File: src/rtl/cbus_arbiter.sv
// cbus_arbiter: merges the instruction-side and data-side CBus masters onto a
// single CBus port towards the CBus-to-AXI converter. One transaction is
// granted at a time. The granted master sees the converter's response live,
// and the other master sees an all-zero response. Ties are resolved
// round-robin (FAIR=1) or always in favour of the data side (FAIR=0).

typedef struct packed {
  logic        valid;
  logic        is_write;
  logic [2:0]  size;
  logic [31:0] addr;
  logic [3:0]  strobe;
  logic [31:0] data;
  logic [3:0]  len;
} cbus_req_t;

typedef struct packed {
  logic        ready;
  logic        last;
  logic [31:0] data;
} cbus_resp_t;

module cbus_arbiter #(
  parameter bit FAIR = 1'b1
) (
  input  logic       clk,
  input  logic       resetn,
  input  cbus_req_t  ireq,
  output cbus_resp_t iresp,
  input  cbus_req_t  dreq,
  output cbus_resp_t dresp,
  output cbus_req_t  oreq,
  input  cbus_resp_t oresp
);

  typedef enum logic {
    IDLE = 1'b0,
    BUSY = 1'b1
  } state_e;

  localparam logic GRANT_I = 1'b0;
  localparam logic GRANT_D = 1'b1;

  state_e state_q, state_d;
  logic   grant_q, grant_d;
  logic   last_grant_q, last_grant_d;

  // Arbitration decision made in IDLE for the requests currently presented.
  logic   both_valid;
  logic   any_valid;
  logic   pick;

  assign both_valid = ireq.valid & dreq.valid;
  assign any_valid  = ireq.valid | dreq.valid;

  // Tie-break: round-robin flips away from the last winner, otherwise data wins.
  always_comb begin
    pick = GRANT_I;
    if (both_valid) begin
      pick = FAIR ? ~last_grant_q : GRANT_D;
    end else if (dreq.valid) begin
      pick = GRANT_D;
    end
  end

  // State, grant and round-robin history; reset drops any transaction in flight.
  always_ff @(posedge clk or negedge resetn) begin
    if (!resetn) begin
      state_q      <= IDLE;
      grant_q      <= GRANT_I;
      last_grant_q <= GRANT_I;
    end else begin
      state_q      <= state_d;
      grant_q      <= grant_d;
      last_grant_q <= last_grant_d;
    end
  end

  // Next-state: grant a new owner from IDLE, release it on the final beat.
  always_comb begin
    state_d      = state_q;
    grant_d      = grant_q;
    last_grant_d = last_grant_q;
    unique case (state_q)
      IDLE: begin
        if (any_valid) begin
          state_d      = BUSY;
          grant_d      = pick;
          last_grant_d = pick;
        end
      end
      BUSY: begin
        // A dropped valid from the owner does not release the bus; only the
        // converter's final beat ends the transaction.
        if (oresp.ready && oresp.last) begin
          state_d = IDLE;
        end
      end
      default: begin
        state_d = IDLE;
      end
    endcase
  end

  // Output steering: live pass-through for the owner, zeros everywhere else.
  always_comb begin
    oreq  = '0;
    iresp = '0;
    dresp = '0;
    if (state_q == BUSY) begin
      if (grant_q == GRANT_D) begin
        oreq  = dreq;
        dresp = oresp;
      end else begin
        oreq  = ireq;
        iresp = oresp;
      end
    end
  end

endmodule

File: config.mk
export PLATFORM = sky130hd
export DESIGN_NAME = cbus_arbiter
export DESIGN_NICKNAME = d
export VERILOG_FILES = /design/src/rtl/cbus_arbiter.sv
export SDC_FILE = /design/constraint.sdc
export NUM_CORES = 1
export LEC_CHECK = 0
export CORE_AREA = 2 2 131 133
export DETAILED_ROUTE_END_ITERATION = 16
export DIE_AREA = 0 0 133 135
export GPL_ROUTABILITY_DRIVEN = 0
export SLEW_MARGIN = 15
export SYNTH_ARGS = -nofsm -noshare
export SYNTH_HDL_FRONTEND = slang
export SYNTH_SLANG_ARGS = --single-unit
File: constraint.sdc
create_clock -name clk -period 1.8 [get_ports clk]
set_clock_uncertainty 0.15 [all_clocks]
set_input_delay 0.36 -clock clk [delete_from_list [all_inputs] [get_ports clk]]
set_output_delay 0.36 -clock clk [all_outputs]
set_load 0.01 [all_outputs]
==> impl_metrics.py, run 1 <==
metrics = {
    "global_routing": {
        "grt_pass1_wl_mm": 17.2,
        "overflow": 0,
        "antenna_found_initial": 0,
        "grt_max_degree": 65,
        "first_global_vias": 3301,
        "grt_use_total_pct": 11.7,
    },
    "routing": {
        "drc": 0,
        "viasPerCell": 3.97,
        "wl_per_cell_um": 16.6,
        "drt_iter0_markers": 89,
        "routed_wl_mm": 13.9,
        "vias": 3335,
        "antenna_left": 0,
        "firstDrtPassIters": 6,
    },
    "clocking": {
        "worstSkewPairLatency_ns": 0.22,
        "path_clk_slew_ns": 0.03,
        "cts_tree": "yes",
        "cts.sinks": 2,
        "cts_htree_levels": 1,
        "ctsHoldBuffers": 0,
        "cts_buffers": 3,
        "clockBufferDepth": 2,
        "root_buffer": "clkbuf_16",
    },
    "pwr": {
        "power.density_mw_per_mm2": 781,
        "ir_drop_mv": 0.363,
        "leakage_nw": 2.84,
    },
    "critical_path": {
        "critPathCaptureType": "output pin",
        "worstSetupPathType": "flip-flop to output pin",
        "crit_slowest_cell": "dfrtp_4",
        "worstPathArrival_ns": 1.60,
        "cp-startpoint": "last_grant_q",
        "critPathMaxFanout": 5,
        "critPathLaunchType": "flip-flop",
        "r2r_start": "state_q",
        "crit_required_ns": 1.29,
        "crit_path_max_incr_delay_ns": 0.49,
        "crit_chain": "buf_4 > clkbuf_16 > buf_8 > and3_1 > dlygate4sd2_1",
    },
    "sta": {
        "worst_pin_slew_ns": 0.224,
        "finalHoldViolCount": 0,
        "worst_slack_ns": -0.309,
        "rsz0062_at_grt": "true",
        "finalCriticalPeriod_ns": 2.11,
        "drv_slew": 0,
        "relSlewSlack_pct": 85.0,
        "fin_crit_sh_pct": 117,
        "fmax_mhz": 474,
        "finalSetupViolations": 138,
    },
    "yosys": {
        "synth_edf_count": 0,
        "synth-simple-area-share_pct": 47.4,
        "synth_commonest_cells": "mux2i_1 (77), nor2b_1 (77), and3_1 (34)",
        "synth_xor_area_share_pct": 0,
        "synthAdderAreaFrac_pct": 0,
        "ys_ff_latch": 2,
        "synthMuxAreaShare_pct": 39.0,
        "synthArstFlopShare_pct": 100,
        "seq_area_frac_synth_pct": 2.53,
        "synth_cell_types": 18,
        "synth_area_leaders": "mux2i_1 (39%), nor2b_1 (24%), and3_1 (11%)",
        "avgSynthCellArea_um2": 7.60,
        "synth_top_family_by_area": "simple AND/OR/NAND/NOR gates",
        "syn_inst": 260,
        "yosysWarningCount": 0,
        "synthesis.area_mm2": 0.00198,
        "ys.flop_type": "dfrtp_1",
        "synth_nets": 450,
        "synth_compound_area_share_pct": 0.760,
        "yosys.area.top_type": "mux2i_1",
        "synth_top_area_share_pct": 39.0,
    },
    "cells_and_area": {
        "antenna_cells": 0,
        "num-nets-final": 812,
        "syn_to_final_growth_pct": 197,
        "fillers": 1675,
        "drive_above_1_share_pct": 37.1,
        "fin_util_pct": 35.7,
    },
    "placement": {
        "pre_cts_slack_ns": -0.509,
        "place_hpwl_mm": 9.48,
        "portBuffers": 334,
    },
    "floorplan": {
        "coreArea_mm2": 0.0164,
        "dieArea_mm2": 0.0180,
        "rows": 47,
        "die_y_um": 135,
        "start_util_pct": 12.0,
        "io-pin-count": 335,
        "fp.dieW_um": 133,
    },
    "status": {
        "status": "complete, but fails checks",
        "violations": "setup timing",
    },
    "flow_run": {
        "maxCapViolations": 0,
    },
    "min_path": {
        "hp-class": "input port to asynchronous set/reset pin",
    },
}
## where the power goes
group | switching (mW) | internal [mW]
clock network | 0.0511 | 0.283
registers | 0.0160 | 0.0607
logic | 1.72 | 2.45
total | 1.79 | 2.79
## critical path: cells and delay by family (launching register included)
family | cells | cell delay, ns
buffers and inverters | 4 | 0.75
AND/OR/NAND/NOR | 1 | 0.13
flip-flops | 1 | 0.49
## worst paths after layout
kind / cells past startpoint / slack (ns) / end
setup / recovery: 5 / -0.31 / dresp[33]
hold / removal: 1 / 0.17 / last_grant_q
setup reg to reg: 6 / 0.23 / last_grant_q
hold reg to reg: 3 / 0.62 / state_q
max in group asynchronous: 1 / 1.18 / last_grant_q
min in group clk: 2 / 0.32 / state_q
## final cells by class
| class | count | area, µm² | share of cell area, % |
|---|---|---|---|
| Tap cell | 220 | 275 | 4.70 |
| Clock buffer | 3 | 75.1 | 1.28 |
| Multi-Input combinational cell | 229 | 1830 | 31.1 |
| Timing Repair Buffer | 386 | 3630 | 61.9 |
| Sequential cell | 2 | 55.1 | 0.939 |
## sequential cells by signal, summed over array words and instances, names as in the netlist
name,flops
state_q,1
last_grant_q,1
## placed cells by master, fill, tap and decap left out
| cell type | count |
|---|---|
| clkdlybuf4s50_1 | 188 |
| buf_2 | 90 |
| nor2b_1 | 77 |
| mux2i_1 | 71 |
| buf_6 | 33 |
| and3_1 | 31 |
| and2_4 | 26 |
| buf_4 | 21 |
| clkbuf_2 | 18 |
| clkbuf_16 | 15 |
| buf_12 | 10 |
| and2_1 | 7 |
| mux2i_2 | 6 |
| dlygate4sd2_1 | 6 |
| buf_8 | 4 |
| and3_4 | 3 |
| dlymetal6s2s_1 | 3 |
| nor2_1 | 2 |
| nand2_1 | 1 |
| nor2b_4 | 1 |
| nor3_1 | 1 |
| a31oi_1 | 1 |
| nand2b_1 | 1 |
| a22o_1 | 1 |
| dfrtp_4 | 1 |
| buf_16 | 1 |
| dfrtp_2 | 1 |
## repair_timing
item,CTS,global route
resized for setup,349,264
buffers inserted,1,21
endpoints found under the setup margin,145,145
gates cloned,1,14
pin swaps,0,21
## stage by stage
stage	cell area, µm²	hold WS (ns)	instances	total power, mW	setup TNS [ns]
floorplan	1980	-0.0856	260	1.81	0
global placement	5600	0.383	801	3.68	-41.94
detailed placement	5600	0.389	801	3.70	-42.95
CTS	5500	0.161	806	3.76	-33.12
global route	5860	0.179	840	4.85	-32.28
finish	5860	0.166	840	4.58	-25.95
## routing by layer
| layer | vias to the layer above | part of all wire [%] | GRT usage (%) |
|---|---|---|---|
| li1 | 1602 | - | - |
| met1 | 1531 | 38 | 13.2 |
| met2 | 190 | 53 | 22.4 |
| met3 | 12 | 8.0 | 2.93 |
| met4 | 0 | 0.90 | 2.03 |
| met5 | - | 0 | 0 |
## cell families after synthesis
kind of cell | after synthesis
AND/OR/NAND/NOR | 150
multiplexers | 77
buffers and inverters | 29
AO/OA/AOI/OAI | 2
flip-flops | 2
Note: power is estimated with default switching activity, not from simulation.
==> run 2, diff against run 1 <==
- CELL_PAD_IN_SITES_DETAIL_PLACEMENT: not set -> 1
- CELL_PAD_IN_SITES_GLOBAL_PLACEMENT: not set -> 1
- CORE_AREA: 2 2 131 133 -> not set
- CORE_UTILIZATION: not set -> 12
- DIE_AREA: 0 0 133 135 -> not set
- PLACE_DENSITY_LB_ADDON: not set -> 0.1
==> run 2 against run 1 <==
The flow still finishes with violations (setup timing). Sequential share of layout area barely moved. Combinational power is 2% higher. First-iteration DRC count is 54% lower. Largest cell class unchanged.
==> impl_metrics.py, run 2 (same netlist as run 1, synthesis figures left out) <==
metrics = {
    "status": {
        "status": "complete, but fails checks",
        "violations": "setup timing",
    },
    "critical_path": {
        "cp.buffers_inverters": 5,
        "critPathMaxFanout": 8,
        "crit_chain": "buf_12 > buf_6 > nor2b_4 > buf_6 > clkbuf_16 > and2_4 > buf_6",
        "cp-startpoint": "last_grant_q",
        "worstSetupPathType": "flip-flop to output pin",
        "crit_slowest_cell": "dfrtp_4",
        "critPathCaptureType": "output pin",
        "cp_top_family": "buffers and inverters",
        "r2r_start": "last_grant_q",
        "crit_required_ns": 1.29,
        "worst_path_most_repeated_cell": "buf_6",
        "critPathLaunchType": "flip-flop",
        "crit_path_max_incr_delay_ns": 0.48,
        "worstPathArrival_ns": 1.64,
    },
    "cells_and_area": {
        "most-common-layout-cells": "clkdlybuf4s50_1 (189), buf_2 (93), nor2b_1 (77)",
        "fillers": 1944,
        "drive_above_1_share_pct": 35.5,
        "num-nets-final": 809,
        "final_cell_area_mm2": 0.00577,
        "syn_to_final_growth_pct": 192,
        "reg_top3": "last_grant_q (1), state_q (1)",
        "antenna_cells": 0,
        "final_common_cell": "clkdlybuf4s50_1",
    },
    "pwr": {
        "power_mw": 4.67,
        "power.density_mw_per_mm2": 808,
        "leakage_nw": 2.82,
        "ir_drop_mv": 0.318,
    },
    "floorplan": {
        "rows": 46,
        "coreArea_mm2": 0.0160,
        "dieArea_mm2": 0.0170,
        "fp.dieW_um": 130,
        "die_y_um": 130,
        "io-pin-count": 335,
        "start_util_pct": 12.3,
    },
    "clocking": {
        "ctsHoldBuffers": 0,
        "cts_htree_levels": 1,
        "clockBufferDepth": 2,
        "path_clk_slew_ns": 0.03,
        "worstSkewPairLatency_ns": 0.22,
        "cts_buffers": 3,
        "root_buffer": "clkbuf_16",
        "cts.sinks": 2,
        "cts_tree": "yes",
    },
    "sta": {
        "worst_slack_ns": -0.354,
        "finalHoldViolCount": 0,
        "worst_pin_slew_ns": 0.200,
        "relSlewSlack_pct": 86.4,
        "finalSetupViolations": 133,
        "fin_crit_sh_pct": 120,
        "drv_slew": 0,
        "fmax_mhz": 464,
        "rsz0062_at_grt": "true",
        "finalCriticalPeriod_ns": 2.15,
    },
    "routing": {
        "antenna_left": 0,
        "vias": 3303,
        "firstDrtPassIters": 4,
        "wl_per_cell_um": 17.2,
        "drt_iter0_markers": 41,
        "drc": 0,
        "viasPerCell": 3.97,
        "routed_wl_mm": 14.3,
    },
    "flow_run": {
        "maxCapViolations": 0,
    },
    "global_routing": {
        "antenna_found_initial": 0,
        "overflow": 0,
        "first_global_vias": 3349,
        "grt_pass1_wl_mm": 18.8,
        "grt_use_total_pct": 14.5,
        "grt_max_degree": 63,
    },
    "placement": {
        "place_area_mm2": 0.00556,
        "place_hpwl_mm": 10.7,
        "portBuffers": 334,
        "pre_cts_slack_ns": -0.379,
    },
    "min_path": {
        "hp-class": "input port to asynchronous set/reset pin",
    },
}
[run 2: changes by cell type in the layout (fill, tap and decap cells not counted), moves of 4 or more]
cell / change
buf_16: +4
and2_1: +10
dlygate4sd2_1: -6
buf_4: -12
mux2i_2: -4
and2_4: -10
clkbuf_16: -8
buf_6: +11
[run 2: area by class of cell]
class / count / area, µm² / share of cell area [%]
clock buffer: 3 / 75.1 / 1.30
multi-input combinational: 229 / 1810 / 31.4
sequential: 2 / 55.1 / 0.953
tap: 216 / 270 / 4.68
timing repair buffer: 383 / 3560 / 61.7
[run 2: per-stage QoR]
| stage | hold slack (ns) | setup TNS [ns] | std cells | util, % |
|---|---|---|---|---|
| global route | 0.171 | -34.46 | 833 | 36.1 |
| CTS | 0.154 | -38.93 | 818 | 35.8 |
| floorplan | -0.0856 | 0 | 260 | - |
| global placement | 0.386 | -37.73 | 794 | 34.8 |
| finish | 0.156 | -27.55 | 833 | 36.1 |
| detailed placement | 0.386 | -39.55 | 794 | 34.8 |
[run 2: repair_timing]
item                                    in CTS  in global routing
gates cloned                                 4                  5
endpoints found under the setup margin     145                145
pin swaps                                    1                 10
resized for setup                          392                228
setup buffers                               18                 12
[run 2: per-layer routing]
layer	global-route usage, %	part of all wire, %	wire length (µm)	vias to the layer above
met4	2.46	0.89	128	0
met2	30.7	55	7940	176
met5	0	0	0	-
met3	5.54	11	1630	8
met1	12.7	32	4640	1529
li1	-	-	-	1590
[run 2: worst reg2reg max path: stages, from the launching register on]
cell and delay (ns):
dfrtp_4 0.48, buf_6 0.15, clkbuf_16 0.18, a22o_1 0.20
[run 2: path summary, 6_finish.rpt]
path	endpoint	slack, ns	depth (start not counted)
max	iresp[17]	-0.35	7
min	state_q	0.16	1
max reg2reg	last_grant_q	0.52	3
min reg2reg	state_q	0.66	2
max in group asynchronous	last_grant_q	1.21	1
min in group clk	state_q	0.66	2
[run 2: report_power, final]
part	total, mW	internal [mW]	switching (mW)
registers	0.0749	0.0606	0.0143
clock network	0.333	0.283	0.0503
logic	4.26	2.50	1.76
==> run 3, diff against run 2 <==
- CAP_MARGIN: not set -> 20
- PLACE_DENSITY_LB_ADDON: 0.1 -> 0.05
- SLEW_MARGIN: 15 -> 20
==> run 3 against run 2 <==
Highest routed layer unchanged. The run still ends with setup timing left. First-iteration DRC count shrank 22%. Utilization grew 1.9 points. Total power grew 6.4%. Sequential power grew 34%. Clock power is essentially flat.
==> impl_metrics.py, run 3 (same netlist as run 1, synthesis figures left out) <==
metrics = {
    "sta": {
        "finalCriticalPeriod_ns": 2.11,
        "rsz0062_at_grt": "true",
        "worst_slack_ns": -0.310,
        "fmax_mhz": 474,
        "worst_pin_slew_ns": 0.163,
        "drv_slew": 0,
        "finalSetupViolations": 145,
        "relSlewSlack_pct": 88.8,
        "hold_slack_ns": 0.159,
        "fin_crit_sh_pct": 117,
        "tns_ns": -24.79,
        "finalHoldViolCount": 0,
    },
    "clocking": {
        "cts_tree": "yes",
        "cts_buffers": 3,
        "cts_htree_levels": 1,
        "cts.sinks": 2,
        "ctsHoldBuffers": 0,
        "clockBufferDepth": 2,
        "root_buffer": "clkbuf_16",
        "worstSkewPairLatency_ns": 0.22,
        "path_clk_slew_ns": 0.03,
    },
    "floorplan": {
        "io-pin-count": 335,
        "die_y_um": 130,
        "coreArea_mm2": 0.0160,
        "start_util_pct": 12.3,
        "dieArea_mm2": 0.0170,
        "fp.dieW_um": 130,
        "rows": 46,
    },
    "routing": {
        "routed_wl_mm": 14.2,
        "antenna_left": 0,
        "drt_iter0_markers": 32,
        "drc": 0,
        "viasPerCell": 3.91,
        "vias": 3379,
        "firstDrtPassIters": 2,
        "wl_per_cell_um": 16.5,
    },
    "critical_path": {
        "worstPathArrival_ns": 1.60,
        "r2r_cells": 4,
        "critPathLaunchType": "flip-flop",
        "critPathCaptureType": "output pin",
        "worstSetupPathType": "flip-flop to output pin",
        "crit_required_ns": 1.29,
        "critPathMaxFanout": 8,
    },
    "pwr": {
        "clock_power_share_pct": 6.7,
        "leakage_nw": 3.04,
        "power_frac_seq_pct": 2.0,
        "combPwrFrac_pct": 91.2,
        "p_int_mw": 3.12,
        "p_switching_mw": 1.84,
        "power_mw": 4.96,
        "ir_drop_mv": 0.363,
        "power.density_mw_per_mm2": 816,
        "p_sw_share_pct": 37.1,
    },
    "placement": {
        "place_hpwl_mm": 10.6,
        "placed_cells": 798,
        "portBuffers": 334,
        "pre_cts_slack_ns": -0.348,
    },
    "global_routing": {
        "antenna_found_initial": 0,
        "overflow": 0,
        "grt_max_degree": 50,
        "grt_use_total_pct": 13.9,
        "first_global_vias": 3228,
        "grt_pass1_wl_mm": 17.9,
    },
    "flow_run": {
        "maxCapViolations": 0,
    },
    "cells_and_area": {
        "antenna_cells": 0,
        "fillers": 1905,
        "drive_above_1_share_pct": 38.7,
        "num-nets-final": 840,
        "final_common_cell": "clkdlybuf4s50_1",
        "finalNonFillerCells": 864,
        "most-common-layout-cells": "clkdlybuf4s50_1 (189), buf_2 (87), nor2b_1 (77)",
        "syn_to_final_growth_pct": 208,
        "reg_top3": "last_grant_q (1), state_q (1)",
    },
    "min_path": {
        "hp-class": "input port to asynchronous set/reset pin",
    },
    "status": {
        "status": "complete, but fails checks",
        "violations": "setup timing",
    },
}
run 3: stage by stage:
stage | area [µm²] | util, %
after floorplan | 1980 | -
after global placement | 5630 | 35.2
after detailed placement | 5630 | 35.2
after CTS | 5650 | 35.3
after global routing | 6080 | 38.0
final | 6080 | 38.0
run 3: area by class of cell:
type	count	area, µm²	area share (%)
tap	216	270	4.44
sequential	2	55.1	0.905
clock buffer	3	75.1	1.23
multi-input combinational	229	1830	30.0
timing repair buffer	414	3850	63.4
run 3: path summary, 6_finish.rpt:
check / from / endpoint / slack [ns]
min in group clk: oresp[32] / state_q / 0.72
worst max register to register: last_grant_q / last_grant_q / 0.39
max in group asynchronous: resetn / last_grant_q / 1.20
worst min-delay path: resetn / last_grant_q / 0.16
worst min register to register: state_q / state_q / 0.74
worst max-delay path: last_grant_q / iresp[2] / -0.31
run 3: critical path: stages, from the launching register on:
cell and delay [ns]:
dfrtp_4 0.55, nor2b_4 0.21, buf_12 0.15, buf_8 0.11, buf_6 0.11, and2_1 0.11
buf_2 0.13
run 3: repair_timing:
action,CTS,global route
gates cloned,2,9
pin swaps,0,11
endpoints found under the setup margin,145,145
buffers inserted,6,48
gates resized for setup,276,315
run 3: per-layer routing:
metal  vias up  wire length [µm]  track usage (%)  share of wire [%]
met2       172              7930             29.3                 56
met4         0                95             2.60               0.67
met5         -                 0                0                  0
met1      1550              4700             12.5                 33
li1       1653                 -                -                  -
met3         4              1510             4.55                 11
run 3: power groups by stage:
stage | combinational [mW] | sequential [mW] | clock (mW)
global route | 4.83 | 0.103 | 0.349
CTS | 3.64 | 0.108 | 0.337
global placement | 3.70 | 0.102 | 0
finish | 4.53 | 0.100 | 0.335
floorplan | 1.75 | 0.0571 | 0
detailed placement | 3.71 | 0.106 | 0
